File: src/rtl/mem_stage_pkg.sv
`default_nettype none
// ============================================================================
// Module   : mem_stage_pkg
// Brief    : Access-size encodings and FSM state type shared by the memory stage
// Revision : 1.0 - initial release
// ============================================================================
package mem_stage_pkg;

    localparam logic [1:0] SZ_B = 2'd0;
    localparam logic [1:0] SZ_H = 2'd1;
    localparam logic [1:0] SZ_W = 2'd2;

    typedef enum logic [1:0] {
        ST_IDLE   = 2'd0,
        ST_ACCESS = 2'd1,
        ST_RESP   = 2'd2
    } state_t;

endpackage
`default_nettype wire

File: src/rtl/mem_align.sv
`default_nettype none
// ============================================================================
// Module   : mem_align
// Brief    : Store lane steering / misalign detect and load byte-select / extend
// Revision : 1.0 - initial release
// ============================================================================
module mem_align
    import mem_stage_pkg::*;
(
    input  logic [1:0]  i_st_size,
    input  logic [1:0]  i_st_addr_lo,
    input  logic [31:0] i_st_wdata,
    output logic        o_misaligned,
    output logic [3:0]  o_st_be,
    output logic [31:0] o_st_lane_data,
    input  logic [1:0]  i_ld_size,
    input  logic [1:0]  i_ld_addr_lo,
    input  logic        i_ld_unsigned,
    input  logic [31:0] i_ld_rdata,
    output logic [31:0] o_ld_data
);

    logic [31:0] w_ld_shift;

    // Size 3 falls into the word branch.
    always_comb begin
        o_misaligned   = 1'b0;
        o_st_be        = 4'b1111;
        o_st_lane_data = i_st_wdata;
        case (i_st_size)
            SZ_B: begin
                o_st_be        = 4'b0001 << i_st_addr_lo;
                o_st_lane_data = {4{i_st_wdata[7:0]}};
            end
            SZ_H: begin
                o_misaligned   = i_st_addr_lo[0];
                o_st_be        = 4'b0011 << i_st_addr_lo;
                o_st_lane_data = {2{i_st_wdata[15:0]}};
            end
            default: o_misaligned = |i_st_addr_lo;
        endcase
    end

    always_comb begin
        w_ld_shift = i_ld_rdata >> {i_ld_addr_lo, 3'b000};
        case (i_ld_size)
            SZ_B:    o_ld_data = {{24{~i_ld_unsigned & w_ld_shift[7]}}, w_ld_shift[7:0]};
            SZ_H:    o_ld_data = {{16{~i_ld_unsigned & w_ld_shift[15]}}, w_ld_shift[15:0]};
            default: o_ld_data = w_ld_shift;
        endcase
    end

endmodule
`default_nettype wire

File: src/rtl/mem_stage.sv
`default_nettype none
// ============================================================================
// Module   : mem_stage
// Brief    : Pipeline memory stage - issues data-memory requests and writeback
// Revision : 1.0 - initial release
// ============================================================================
module mem_stage
    import mem_stage_pkg::*;
#(
    parameter int XLEN = 32
) (
    input  logic            clk,
    input  logic            rst,
    input  logic            in_valid,
    output logic            in_ready,
    input  logic            in_load_en,
    input  logic            in_store_en,
    input  logic [1:0]      in_size,
    input  logic            in_unsigned,
    input  logic [XLEN-1:0] in_addr,
    input  logic [XLEN-1:0] in_wdata,
    input  logic [XLEN-1:0] in_res,
    input  logic [4:0]      in_rd,
    input  logic            in_write_reg,
    output logic            dmem_req,
    output logic            dmem_we,
    output logic [XLEN-1:0] dmem_addr,
    output logic [XLEN-1:0] dmem_wdata,
    output logic [3:0]      dmem_be,
    input  logic            dmem_ready,
    input  logic [XLEN-1:0] dmem_rdata,
    output logic            wb_valid,
    output logic            wb_en,
    output logic [4:0]      wb_rd,
    output logic [XLEN-1:0] wb_data,
    output logic            misalign
);

    state_t          r_state;
    state_t          w_state_nxt;

    logic            w_accept;
    logic            w_is_mem;
    logic            w_misaligned;
    logic            w_go_mem;
    logic            w_fast;
    logic            w_acc_done;
    logic [3:0]      w_be;
    logic [XLEN-1:0] w_lane_data;
    logic [XLEN-1:0] w_ld_data;

    logic            r_we;
    logic [3:0]      r_be;
    logic [XLEN-1:0] r_addr;
    logic [XLEN-1:0] r_wdata;
    logic [1:0]      r_ld_size;
    logic [1:0]      r_ld_lo;
    logic            r_ld_uns;
    logic            r_wb_fast;
    logic            r_wb_en;
    logic [4:0]      r_wb_rd;
    logic [XLEN-1:0] r_wb_data;
    logic            r_misalign;

    mem_align u_align (
        .i_st_size      (in_size),
        .i_st_addr_lo   (in_addr[1:0]),
        .i_st_wdata     (in_wdata),
        .o_misaligned   (w_misaligned),
        .o_st_be        (w_be),
        .o_st_lane_data (w_lane_data),
        .i_ld_size      (r_ld_size),
        .i_ld_addr_lo   (r_ld_lo),
        .i_ld_unsigned  (r_ld_uns),
        .i_ld_rdata     (dmem_rdata),
        .o_ld_data      (w_ld_data)
    );

    // ALU ops and misaligned accesses complete in IDLE without touching memory.
    assign w_accept   = in_valid & in_ready;
    assign w_is_mem   = in_load_en | in_store_en;
    assign w_go_mem   = w_accept & w_is_mem & ~w_misaligned;
    assign w_fast     = w_accept & ~w_go_mem;
    assign w_acc_done = (r_state == ST_ACCESS) & dmem_ready;

    always_ff @(posedge clk) begin
        if (rst) r_state <= ST_IDLE;
        else     r_state <= w_state_nxt;
    end

    always_comb begin
        w_state_nxt = r_state;
        case (r_state)
            ST_IDLE:   if (w_go_mem)   w_state_nxt = ST_ACCESS;
            ST_ACCESS: if (dmem_ready) w_state_nxt = ST_RESP;
            ST_RESP:                   w_state_nxt = ST_IDLE;
            default:                   w_state_nxt = ST_IDLE;
        endcase
    end

    always_comb begin
        in_ready = (r_state == ST_IDLE);
        dmem_req = (r_state == ST_ACCESS);
        wb_valid = r_wb_fast | (r_state == ST_RESP);
    end

    always_ff @(posedge clk) begin
        if (rst) begin
            r_we       <= 1'b0;
            r_be       <= 4'b0000;
            r_addr     <= '0;
            r_wdata    <= '0;
            r_ld_size  <= SZ_W;
            r_ld_lo    <= 2'b00;
            r_ld_uns   <= 1'b0;
            r_wb_fast  <= 1'b0;
            r_wb_en    <= 1'b0;
            r_wb_rd    <= 5'd0;
            r_wb_data  <= '0;
            r_misalign <= 1'b0;
        end else begin
            r_wb_fast  <= w_fast;
            r_misalign <= w_accept & w_is_mem & w_misaligned;
            if (w_accept) begin
                r_wb_rd   <= in_rd;
                r_wb_data <= in_res;
                r_wb_en   <= in_write_reg & (in_rd != 5'd0) & ~in_store_en
                             & ~(w_is_mem & w_misaligned);
            end
            if (w_go_mem) begin
                r_we      <= in_store_en;
                r_be      <= w_be;
                r_addr    <= {in_addr[XLEN-1:2], 2'b00};
                r_wdata   <= w_lane_data;
                r_ld_size <= in_size;
                r_ld_lo   <= in_addr[1:0];
                r_ld_uns  <= in_unsigned;
            end
            // Read data is only valid in the dmem_ready cycle, so capture it here.
            if (w_acc_done && !r_we) r_wb_data <= w_ld_data;
        end
    end

    assign dmem_we    = r_we;
    assign dmem_be    = r_be;
    assign dmem_addr  = r_addr;
    assign dmem_wdata = r_wdata;
    assign wb_en      = r_wb_en;
    assign wb_rd      = r_wb_rd;
    assign wb_data    = r_wb_data;
    assign misalign   = r_misalign;

endmodule
`default_nettype wire
File: config.mk
export PLATFORM = sky130hd
export DESIGN_NAME = mem_stage
export DESIGN_NICKNAME = d
export VERILOG_FILES = /design/src/rtl/mem_stage_pkg.sv /design/src/rtl/mem_align.sv /design/src/rtl/mem_stage.sv
export SDC_FILE = /design/constraint.sdc
export NUM_CORES = 1
export LEC_CHECK = 0
export BUFFER_PORTS_ARGS = -buffer_cell sky130_fd_sc_hd__buf_2
export CORE_ASPECT_RATIO = 1.4
export CORE_MARGIN = 1.5
export CORE_UTILIZATION = 42
export CTS_CLUSTER_DIAMETER = 30
export DETAILED_ROUTE_END_ITERATION = 10
export GPL_TIMING_DRIVEN = 0
export HOLD_SLACK_MARGIN = 0.12
export PLACE_DENSITY = 0.76
export SKIP_LAST_GASP = 1
export SLEW_MARGIN = 40
export SYNTH_ARGS = -nofsm -noshare
export SYNTH_HDL_FRONTEND = slang
export SYNTH_SLANG_ARGS = --single-unit
File: constraint.sdc
create_clock -name clk -period 1.75 [get_ports clk]
set_input_delay 0.35 -clock clk [delete_from_list [all_inputs] [get_ports clk]]
set_output_delay 0.35 -clock clk [all_outputs]
set_load 0.01 [all_outputs]
; Word level (Yosys, flattened, before mapping)
; Index checks and enable logic that the tools add are counted.
[op_classes]
n_eq_ne = 6
shift = 3
muxes = 9
bitwise_logic = 19
reduce_logical = 9
[ops]
columns = op, count
row1 = one-hot mux 32 bit (2 select lines), 2
row2 = 2-to-1 mux 32 bit, 2
row3 = >> shifter 32 x 5 -> 32 bit, 1
row4 = AND 1 bit, 12
row5 = one-hot mux 4 bit (2 select lines), 1
row6 = equality test 2 x 1 -> 1 bit (second input constant), 3
row7 = zero test 2 bit, 3
row8 = NOT 1 bit, 5
row9 = nonzero test 5 bit, 1
row10 = 2-to-1 mux 2 bit, 2
row11 = != test 2 x 1 -> 1 bit (second input constant), 2
row12 = one-hot mux 2 bit (2 select lines), 1
row13 = << shifter 1 x 2 -> 4 bit (first input constant), 1
row14 = << shifter 2 x 2 -> 4 bit (first input constant), 1
row15 = equality test 2 bit (second input constant), 1
row16 = OR 1 bit, 2
row17 = one-hot mux 1 bit (2 select lines), 1
row18 = AND reduction 2 bit, 1
row19 = nonzero test 2 bit, 1
row20 = OR reduction 2 bit, 1
row21 = logical AND 1 bit, 1
row22 = zero test 1 bit, 1
[word_totals]
regBits = 114
in_bits = 143
out_inout_bits = 111

; Logic depth before layout (Yosys ltp)
[depth]
ltp_word = 6
mapped_depth = 7
ltp_nobuf = 4

; Modules after synthesis
; From an unflattened synthesis, not the netlist that was laid out.
[unflattened]
hier_cells = 709
hier_area_um2 = 5924.4
[by_module_without_submodules]
columns = mod, instances, cells_per_inst, area_per_inst_um2, seq_area_each_um2
row1 = mem_stage, 1, 541, 4682.0, 2282.2
row2 = mem_align, 1, 168, 1242.4, 0.0

; Worst setup path before layout
; Ideal clock, no wire load.
[synth_path]
path_type = register to register
start = register r_ld_lo[1]
end = register r_wb_data[24], in the netlist wb_data[24]
setup_time_ps = 139
t_arrival_ps = 1572
required_ps = 1611
path_slack_ps = 39
path_stages_with_launch = 7
path_buffers = 2
cell_sequence = dfxtp_1 -> buf_2 -> mux4_2 -> nor2b_1 -> o21ai_2 -> buf_4 -> a221oi_1
[synth_between]
elab_chain_len = 4
[synth_rtl]
columns = element, line_no
row1 = start: declaration, mem_stage.sv:57  ; logic [1:0] r_ld_lo;
row2 = start signal: assignment, mem_stage.sv:136  ; r_ld_lo <= in_addr[1:0];
row3 = >> shifter 32 x 5 -> 32 bit *, mem_align.sv:45  ; w_ld_shift = i_ld_rdata >> {i_ld_addr_lo, 3'b000};
row4 = AND 1 bit (on tied branches), "mem_align.sv:48, mem_align.sv:47"
row5 = one-hot mux 32 bit (2 select lines) *, mem_align.sv:46  ; case (i_ld_size)
row6 = 2-to-1 mux 32 bit *, mem_stage.sv:140  ; if (w_acc_done && !r_we) r_wb_data <= w_ld_data;
row7 = end signal: assignment, mem_stage.sv:126  ; r_wb_data <= in_res;
row8 = end signal: assignment, mem_stage.sv:140
row9 = end: declaration, mem_stage.sv:62  ; logic [XLEN-1:0] r_wb_data;
; Mark *: on every way between the ends. The rest lies on a longest branch, timed or not.
; A chain may end at the register's enable or synchronous reset.

; Final worst setup path
[layout_path]
start = register r_ld_lo[1]
end = register r_wb_data[14], in the netlist wb_data[14]
[layout_between]
elab_chain_len = 4
[layout_rtl]
columns = element, line_no
row1 = >> shifter 32 x 5 -> 32 bit *, mem_align.sv:45
row2 = AND 1 bit, mem_align.sv:47  ; SZ_B: o_ld_data = {{24{~i_ld_unsigned & w_ld_shift[7]}}, w_ld_shift[7:0]};
row3 = one-hot mux 32 bit (2 select lines) *, mem_align.sv:46
row4 = 2-to-1 mux 32 bit *, mem_stage.sv:140
; Marked as above.

==> impl_metrics.tcl <==
set metrics [dict create \
    worstPathArrival_ns 2.06 \
    hp-class "in -> reg" \
    r2r-end "wb_data[14]" \
    violations "setup timing" \
    drt_iter0_markers 268 \
    worstSetupPathType "reg -> reg" \
    r2r_slack_ns -0.05 \
    hold_viol_final 0 \
    final_core_util_pct 61.26 \
    drtAntennaViolNets 0 \
    yosys_register_bits 114 \
    grt_max_degree 17 \
    ys_top_cells_by_area "dfxtp_1, nand2_1, a21oi_1" \
    critPathLaunch "r_ld_lo[1]" \
    clockRootBuffer "clkbuf_16" \
    yosys-top-cells-count "nand2_1, dfxtp_1, a21oi_1, mux2i_1, nor2_1" \
    grt_usage_pct 27.25 \
    antenna_found_initial 1 \
    vias_per_cell 5.398 \
    first_pass_iters 5 \
    core-area_sq_mm 0.01231 \
    drive_above_1_share_pct 38.47 \
    hpwlAfterDp_um 14030 \
    cts_htree_levels 4 \
    min_period_ns 1.797 \
    period_share_pct 102.7 \
    end_kind "register" \
    synth.avg_cell_area_sq_um 8.327 \
    clkTransAtPathRegs_ns 0.06 \
    syn_inst 635 \
    row_count 48 \
    nets 1045 \
    synth_area_sq_mm 0.005288 \
    cts_hold_repair.buffers 0 \
    initial_core_util_pct 42.95 \
    die_x_um 97.83 \
    synth_edf_count 0 \
    clock_latency_ns 0.41 \
    yosysMostFrequentCell "nand2_1" \
    rr_worst_depth 5 \
    crit_fanout 8 \
    synthFlopType "dfxtp_1" \
    clock_path_buffers 2 \
    synth_top_cell_by_area "dfxtp_1" \
    cts_sinks 114 \
    area_growth_pct 42.64 \
    crit_path_start_kind "register" \
    slew_violations 0 \
    gp_congestion 0.9064 \
    yosysWarnings 0 \
    n_fill_cell 1136 \
    required_ns 2.01 \
    fin_ws_ns -0.04737 \
    grt_pass1_wl_um 28390 \
    io_buffers 249 \
    grt_pass1_vias 5757 \
    grt-ovfl-total 0 \
    synth_top_area_share_pct 43.16 \
    drt-total-wl_um 18430 \
    clock.fmax_mhz 556.4 \
    tightest_slew_ns 0.6871 \
    crit_path_end "wb_data[14]" \
    post-route-drc-count 0 \
    die-area_sq_mm 0.01328 \
    ys_async_sr_fraction_pct 0 \
    via_count 5754 \
    timing.rr.start "r_ld_lo[1]" \
    routedWlPerCell_um 17.29 \
    p_leak_uw 0.003411 \
    status "finished, violations left" \
    fp.dieH_um 135.8 \
    ioPinCount 254 \
    rsz0062_at_grt "true" \
    place_ws_ns -0.3896 \
    irDropWorstVdd_v 0.0006718 \
    ys_seq_area_share_pct 43.16 \
    setup_viol 3 \
    relSlewSlack_pct 54.19 \
    cts_buffers 17 \
    tritoncts "done" \
    power_density_mw_per_mm2 1053 \
    synth_cell_type_count 42 \
    maxCapViolCount 0 \
    fin_skew_ns 0.008692 \
]
## cells in the final DEF (no fill, tap or decap), drive strengths merged, types with 4 or more instances in the layout
cell / instances
buf: 275
nand2: 130
dfxtp: 114
a21oi: 91
clkbuf: 49
mux2i: 40
nor2: 36
nor2b: 20
a221oi: 17
nor3: 15
o22ai: 14
a311oi: 14
inv: 12
o21ai: 11
mux2: 10
a22oi: 10
a211oi: 10
nand3b: 9
a211o: 6
bufinv: 4
nand2b: 4
## where the power goes
group / leakage (uW) / internal (uW) / switching, uW
Sequential: 0.000933 / 2770 / 87.8
Combinational: 0.00217 / 555 / 720
Clock: 0.000313 / 2440 / 1380
## worst max-delay path, cell delays in order, from the launching register on
cell      delay (ns)
dfxtp_1         0.30
buf_4           0.15
mux4_2          0.53
a21o_4          0.28
a211oi_2        0.31
nor3_1          0.09
## kinds of logic after synthesis
kind of cell	count (synthesis)	share of synthesized area (%)
multiplexers	52	10.55
flip-flops	114	43.16
AND/OR/NAND/NOR	224	19.12
AO/OA/AOI/OAI	182	21.86
other	1	0.07092
buffers and inverters	62	5.230
## worst min-delay path by stage
stage | from | endpoint | depth (start not counted)
final | in_addr[12] | dmem_addr[12] | 3
after global routing | in_addr[11] | dmem_addr[11] | 3
after CTS | in_addr[9] | dmem_addr[9] | 3
after detailed placement | dmem_addr[10] | dmem_addr[10] | 2
after global placement | dmem_addr[9] | dmem_addr[9] | 2
after floorplan | r_ld_uns | r_ld_uns | 2
## registers in the layout, indices dropped and copies added (netlist names)
register	count
dmem_addr	30
dmem_be	4
dmem_wdata	32
dmem_we	1
misalign	1
r_ld_lo	2
r_ld_size	2
r_ld_uns	1
r_state	2
r_wb_fast	1
wb_data	32
wb_en	1
wb_rd	5
## layout make-up
type                       instances  area, sq um  area share [%]
antenna                            1        2.502         0.03318
buffer                            56        329.1           4.363
clock buffer                      17        425.4           5.640
clock inverter                    15        217.7           2.887
inverter                           2        7.507         0.09954
multi-input combinational        460         2824           37.44
sequential                       114         2283           30.28
tap                              150        187.7           2.488
timing repair buffer             251         1265           16.77
## metrics by stage
| stage | hold slack, ns | power [uW] | std cells | setup TNS [ns] | instance area (sq um) |
|---|---|---|---|---|---|
| 2_1_floorplan | 0.4498 | 3581 | 636 | 0 | 5291 |
| 3_3_place_gp | 0.4384 | 4107 | 1035 | -18.22 | 6725 |
| 3_5_place_dp | 0.4430 | 4124 | 1035 | -20.95 | 6725 |
| 4_1_cts | 0.1622 | 7949 | 1067 | -0.04687 | 7476 |
| 5_1_grt | 0.1641 | 8237 | 1066 | -0.9603 | 7542 |
| 6_report | 0.1745 | 7945 | 1066 | -0.08626 | 7542 |
## timing repair
action                                  4_1_cts  5_1_grt
cloned                                        0        0
pin swaps                                     4        1
endpoints found under the setup margin      106       95
endpoints found under the hold margin         0        0
resized for setup                            30       33
buffers inserted                              2        0
## routing by layer
layer / share of wire [%] / routed length, um / track usage [%]
met3: 7.7 / 1420 / 6.811
met5: 0 / 0 / 0
met1: 38 / 7047 / 29.41
met4: 3.7 / 675 / 14.44
met2: 50 / 9284 / 48.74
Power figures use the tool's default switching activity.
